## config.mk

```make
export PLATFORM = sky130hd
export DESIGN_NAME = hazard_stall_ctrl
export DESIGN_NICKNAME = d
export VERILOG_FILES = /design/src/rtl/hazard_stall_ctrl.sv
export SDC_FILE = /design/constraint.sdc
export NUM_CORES = 1
export LEC_CHECK = 0
export BUFFER_PORTS_ARGS = -buffer_cell sky130_fd_sc_hd__buf_2
export CAP_MARGIN = 0
export CORE_UTILIZATION = 30
export DETAILED_ROUTE_END_ITERATION = 7
export HOLD_SLACK_MARGIN = 0.1
export PLACE_DENSITY = 0.5
export SLEW_MARGIN = 5
export SYNTH_ARGS = -nofsm -noshare
export SYNTH_HDL_FRONTEND = slang
export SYNTH_SLANG_ARGS = --single-unit
```

## constraint.sdc

```tcl
create_clock -name clk -period 2.45 [get_ports clk]
set_clock_uncertainty 0.2 [all_clocks]
set_input_delay 0 -clock clk [delete_from_list [all_inputs] [get_ports clk]]
set_output_delay 0 -clock clk [all_outputs]
set_load 0.02 [all_outputs]
```

## src/rtl/hazard_stall_ctrl.sv

```systemverilog
// hazard_stall_ctrl: pipeline enable/flush sequencer with memory-wait timeout and stall counter
module hazard_stall_ctrl #(
  parameter int MAX_WAIT = 16,
  parameter int CNT_W = 32
) (
  input  logic             clk,
  input  logic             rst,
  input  logic [4:0]       id_rs1,
  input  logic [4:0]       id_rs2,
  input  logic             id_uses_rs1,
  input  logic             id_uses_rs2,
  input  logic [4:0]       ex_rd,
  input  logic             ex_mem_read,
  input  logic             ex_branch_taken,
  input  logic             mem_req,
  input  logic             mem_ready,
  output logic             pc_en,
  output logic             fd_en,
  output logic             fd_flush,
  output logic             de_en,
  output logic             de_flush,
  output logic             em_en,
  output logic             mem_timeout,
  output logic [CNT_W-1:0] stall_count,
  output logic [1:0]       ctrl_state
);
  typedef enum logic [1:0] {RUN = 2'd0, WAIT = 2'd1, ERR = 2'd2} state_t;
  state_t state, state_nx;
  logic [7:0] wait_cnt, wait_nx;
  logic freeze, load_use, hold;
  assign freeze = mem_req & ~mem_ready;
  assign load_use = ex_mem_read & (ex_rd != 5'd0) &
                    ((id_uses_rs1 & (id_rs1 == ex_rd)) | (id_uses_rs2 & (id_rs2 == ex_rd)));
  // state and wait counter registers
  always_ff @(posedge clk or negedge rst) begin
    if (!rst) begin
      state <= RUN;
      wait_cnt <= 8'd0;
    end else begin
      state <= state_nx;
      wait_cnt <= wait_nx;
    end
  end
  // next state: count consecutive frozen cycles, trap after MAX_WAIT of them
  always_comb begin
    state_nx = state;
    wait_nx = wait_cnt;
    case (state)
      RUN: if (freeze) begin
        state_nx = WAIT;
        wait_nx = 8'd1;
      end
      WAIT: if (!freeze) begin
        state_nx = RUN;
        wait_nx = 8'd0;
      end else if (wait_cnt == 8'(MAX_WAIT - 1)) state_nx = ERR;
      else wait_nx = wait_cnt + 8'd1;
      ERR: state_nx = ERR;
      default: begin
        state_nx = RUN;
        wait_nx = 8'd0;
      end
    endcase
  end
  // outputs: ERR/freeze hold everything, branch flushes, load-use inserts one bubble
  always_comb begin
    hold = (state == ERR) | freeze;
    pc_en = ~hold & (ex_branch_taken | ~load_use);
    fd_en = ~hold & (ex_branch_taken | ~load_use);
    fd_flush = ~hold & ex_branch_taken;
    de_en = ~hold;
    de_flush = ~hold & (ex_branch_taken | load_use);
    em_en = ~hold;
  end
  // saturating count of cycles the PC was held outside ERR
  always_ff @(posedge clk or negedge rst) begin
    if (!rst) stall_count <= '0;
    else if (state != ERR && !pc_en && stall_count != '1) stall_count <= stall_count + CNT_W'(1);
  end
  assign mem_timeout = (state == ERR);
  assign ctrl_state = state;
endmodule

```

Yosys cells after proc, flatten, opt, wreduce, memory -nomap -nowiden --
Cells that the tools add are included.
Word-level totals: register bits 42, input bits 23, output and inout port bits 41, word-level logic and storage cells 46
Operators by class: add/subtract/negate cells 2, equal/unequal tests 10, multiplexer cells 8, bitwise operators 16, reductions and logical operators 7
Operators with widths (number):
- 32-bit by 1-bit adder with 32-bit output, second input constant | 1
- 32-bit inequality test, second input constant | 1
- 8-bit two-way mux | 3
- 8-bit case mux with 3 select lines | 1
- 5-bit equality test | 2
- 8-bit by 1-bit adder with 8-bit output, second input constant | 1
- 1-bit AND | 8
- 8-bit by 4-bit equality test with 1-bit output, second input constant | 1
- 2-bit two-way mux | 3
- 3-bit inequality test, second input constant | 2
- 2-bit case mux with 3 select lines | 1
- 5-bit nonzero test | 1
- 2-bit inequality test, second input constant | 2
- 1-bit NOT | 4
- 1-bit OR | 4
- 3-bit AND reduction | 1
- 2-bit by 1-bit equality test with 1-bit output, second input constant | 1
- 2-bit equality test, second input constant | 1
- 1-bit logical AND | 2
- 2-bit zero test | 1
- 2-bit AND reduction | 1
- 1-bit zero test | 1

Depth between registers and ports, before layout --
depth after elaboration 10, gate-level depth with buffers 8, mapped depth without buffers 7

Least setup slack after synthesis --
No wires, ideal clock.
path kind reg2reg, start reg stall_count[16], end reg stall_count[23], library setup time 80 ps, arrival 2019 ps, data required time 2170 ps, setup slack 151 ps, stages on the path, launching flop included 8, buffers on the path 1, period minus slack after synthesis 2299 ps, cell sequence dfrtp_1 and4_4 nand4_4 nor4_4 a211oi_4 buf_6 nand4_1 xnor2_1
On the way: longest elaborated chain between the ends 2, elaborated cells between the ends (all ways) 3, classes of those cells add/sub: 1; eq/ne: 1; reduce/logical: 1
Ends and longest elaborated chain:
- from (decl) | RTL line 24 | output logic [CNT_W-1:0] stall_count,
- from (signal assigned) | RTL line 78 | else if (state != ERR && !pc_en && stall_count != '1) stall_count <= stall_count + CNT_W'(1);
- parallel branches: the longest is 2 deep, another holds 32-bit by 1-bit adder with 32-bit output
Several ways; the timed one is not identified. A chain may end at the register's enable or synchronous reset.

Worst setup path after layout --
start reg stall_count[4], end reg stall_count[26]
Same word-level chain as after synthesis.

==> results.md <==
- Worst hold margin: 0.203 ns
- Period minus WS final: between 2 and 2.5 ns
- Commonest non-fill, non-tap cell in the layout: buf_2
- Router iterations before antenna repair: 8
- WP data required: 2.43 ns
- Syn_area_per_cell: 10.5 µm²
- Area Overhead vs Synth: 23.9%
- Largest net degree at the start of global routing: 43
- Fillcell total: between 700 and 800
- Crit path max fanout: 8
- Yosys cell types: 42
- Placed inst area: 2830 µm²
- Top FF cell, synth: dfrtp_1
- R2r worst-path depth: 6
- Final Hold Fails: 0
- Crit path launch type: flip-flop
- FF-to-FF setup slack: 0.15 ns
- P_leak: 0.00142 µW
- CP Class: flip-flop to flip-flop
- R2R Path Start: stall_count[4]$_DFFE_PN0P_
- Share of post-route cells with drive strength above 1: 0.316
- Total gr overflow: 0
- Cell Area, Synth: 2360 µm²
- First-pass GRT wire length: a little over 9 mm
- Slew margin rel.: 0.351
- Routed wire length: 5.45 mm
- Worst-path clk slew: 0.08 ns
- Worst Tran Pin Value: 0.973 ns
- Endpoints failing setup: 0
- Syn Inst Count: 225
- Peak VDD IR: 225 µV
- Sink Count: 42
- Reg-to-reg endpoint: stall_count[26]$_DFFE_PN0P_
- Crit. End Element: flip-flop
- RSZ-0062 raised after global routing: false
- Layout Nets: 326
- Die Wd: 90.8 µm
- Design Area, Final: 2930 µm²
- Die height: 90.8 µm
- Synth warn: 0
- Max-Cap Viols: 0
- Cell row count: 32
- Full die area: 8240 µm²
- Period utilization: 0.940
- Initial antenna violation count: 0
- Post-synth EDFFs: 0
- CTS-repair resized insts: 0
- Clk buf depth: 2
- HP Class: primary input to asynchronous set/reset pin
- PD cells: 515 nW/µm²
- Num ports: between 60 and 70
- Gpl congestion: 0.766
- Number of synthesized register bits: 42
- Post-synth ARST share: 1.00
- Vias per cell: approximately 4.9
- H-tree depth: 2
- N_diodes: 0
- Most frequent cells in the layout: 63 x buf_2, 42 x dfrtp_1, 32 x xnor2_1
- Total Neg Setup Slack: 0 ns
- DP HPWL: 3.92 mm
- Starting Density: 0.308
- Latest clock arrival within the worst-skew pair: 0.29 ns
- TritonCTS clock tree: built
- Postcts setup bufs: 0
- Final slew viol count: 0
- Vias in the first global route: 1850
- Core Area: 7690 µm²
- Buffers on Ports: 63
- DRC viols: 1
- Sequential element share of the synthesized area: 0.444
- Failing checks: design-rule violations
- Gr usage total: 0.138
- Clock Tree Root: clkbuf_8
- F_max: 0.434 GHz
- CTS Buf Count: 5
- Wirelength per Cell: 13.5 µm
- DR iter-0 viols: 61
- Status: finished, violations left
- Final ANT Viol Nets: 0
- Routed vias: 1965
- Mapped Nets: 250
- Worst Path Arrival: approximately 2.3 ns
## Yosys cell counts, types with 3 or more instances
cell | count | area share
nor2b_1 | 3 | 0.0079
nand2b_1 | 5 | 0.013
dfrtp_1 | 42 | 0.44
nand2_1 | 14 | 0.022
o21ai_0 | 11 | 0.023
nand3_1 | 13 | 0.028
and3_1 | 12 | 0.032
nor4_4 | 3 | 0.027
buf_6 | 3 | 0.014
nand4_1 | 17 | 0.045
and2_1 | 5 | 0.013
xor2_1 | 8 | 0.030
nor3_1 | 4 | 0.0085
xnor2_1 | 32 | 0.12
inv_1 | 4 | 0.0063
nand3_2 | 3 | 0.013
nor2_1 | 11 | 0.017
## metal layers
metal  share of wire  GRT usage  vias up
li1                -          -      961
met1            0.49      0.193      932
met2            0.44      0.214       68
met3           0.063     0.0286        4
met4          0.0084     0.0397        0
met5               0          0        -
## critical path: stages (launching register included)
cell and delay (ns):
dfrtp_1 0.44, nand4_2 0.20, nor4_4 0.40, nand4b_1 0.13, o22a_1 0.36, mux2i_1 0.18, a211o_1 0.28
## repair_timing
| item | in CTS | in global routing |
|---|---|---|
| hold buffers | 2 | 0 |
| endpoints found under the setup margin | 0 | 0 |
| endpoints found under the hold margin | 43 | 0 |
## sequential cells by signal, summed over array words and instances, names as in the netlist
signal	cells
ctrl_state	2
wait_cnt	8
stall_count	32
## report_power, final
| part | internal (µW) | switching [µW] | total, µW |
|---|---|---|---|
| logic | 117 | 189 | 306 |
| registers | 733 | 39.6 | 773 |
| clock network | 197 | 233 | 430 |
| total | 1050 | 462 | 1510 |
## layout make-up
| class | count | area, µm² | area share |
|---|---|---|---|
| inverters | 5 | 18.8 | 0.00640 |
| multi-input cells | 171 | 1240 | 0.423 |
| repair buffers | 76 | 418 | 0.143 |
| clock buffers | 7 | 76.3 | 0.0260 |
| well taps | 102 | 128 | 0.0436 |
| flip-flops and latches | 42 | 1050 | 0.359 |
## stage by stage
stage	std cells	setup WS, ns	util	power (µW)
2_1_floorplan	225	0.151	-	966
3_3_place_gp	394	0.167	0.369	1090
3_5_place_dp	394	0.117	0.369	1100
4_1_cts	403	0.108	0.381	1540
5_1_grt	403	0.00291	0.381	1590
6_report	403	0.146	0.381	1510
## worst max-delay path by stage
stage / startpoint / endpoint / slack (ns)
after global placement: stall_count[4]$_DFFE_PN0P_ / stall_count[26]$_DFFE_PN0P_ / 0.17
after floorplan: stall_count[16]$_DFFE_PN0P_ / stall_count[23]$_DFFE_PN0P_ / 0.15
after CTS: stall_count[4]$_DFFE_PN0P_ / stall_count[26]$_DFFE_PN0P_ / 0.11
after detailed placement: stall_count[4]$_DFFE_PN0P_ / stall_count[26]$_DFFE_PN0P_ / 0.12
final: stall_count[4]$_DFFE_PN0P_ / stall_count[26]$_DFFE_PN0P_ / 0.15
after global routing: stall_count[5]$_DFFE_PN0P_ / stall_count[26]$_DFFE_PN0P_ / 0.003
## cells by family after synthesis
kind of cell,synth area share
AOI/OAI and AO/OA,0.0714
xor gates and xnor gates,0.148
adders and majority gates,0.0106
buffers and inverters,0.0317
DFF,0.444
muxes,0.00899
and+or+nand+nor,0.285
Note: power is estimated with default switching activity, not from simulation.
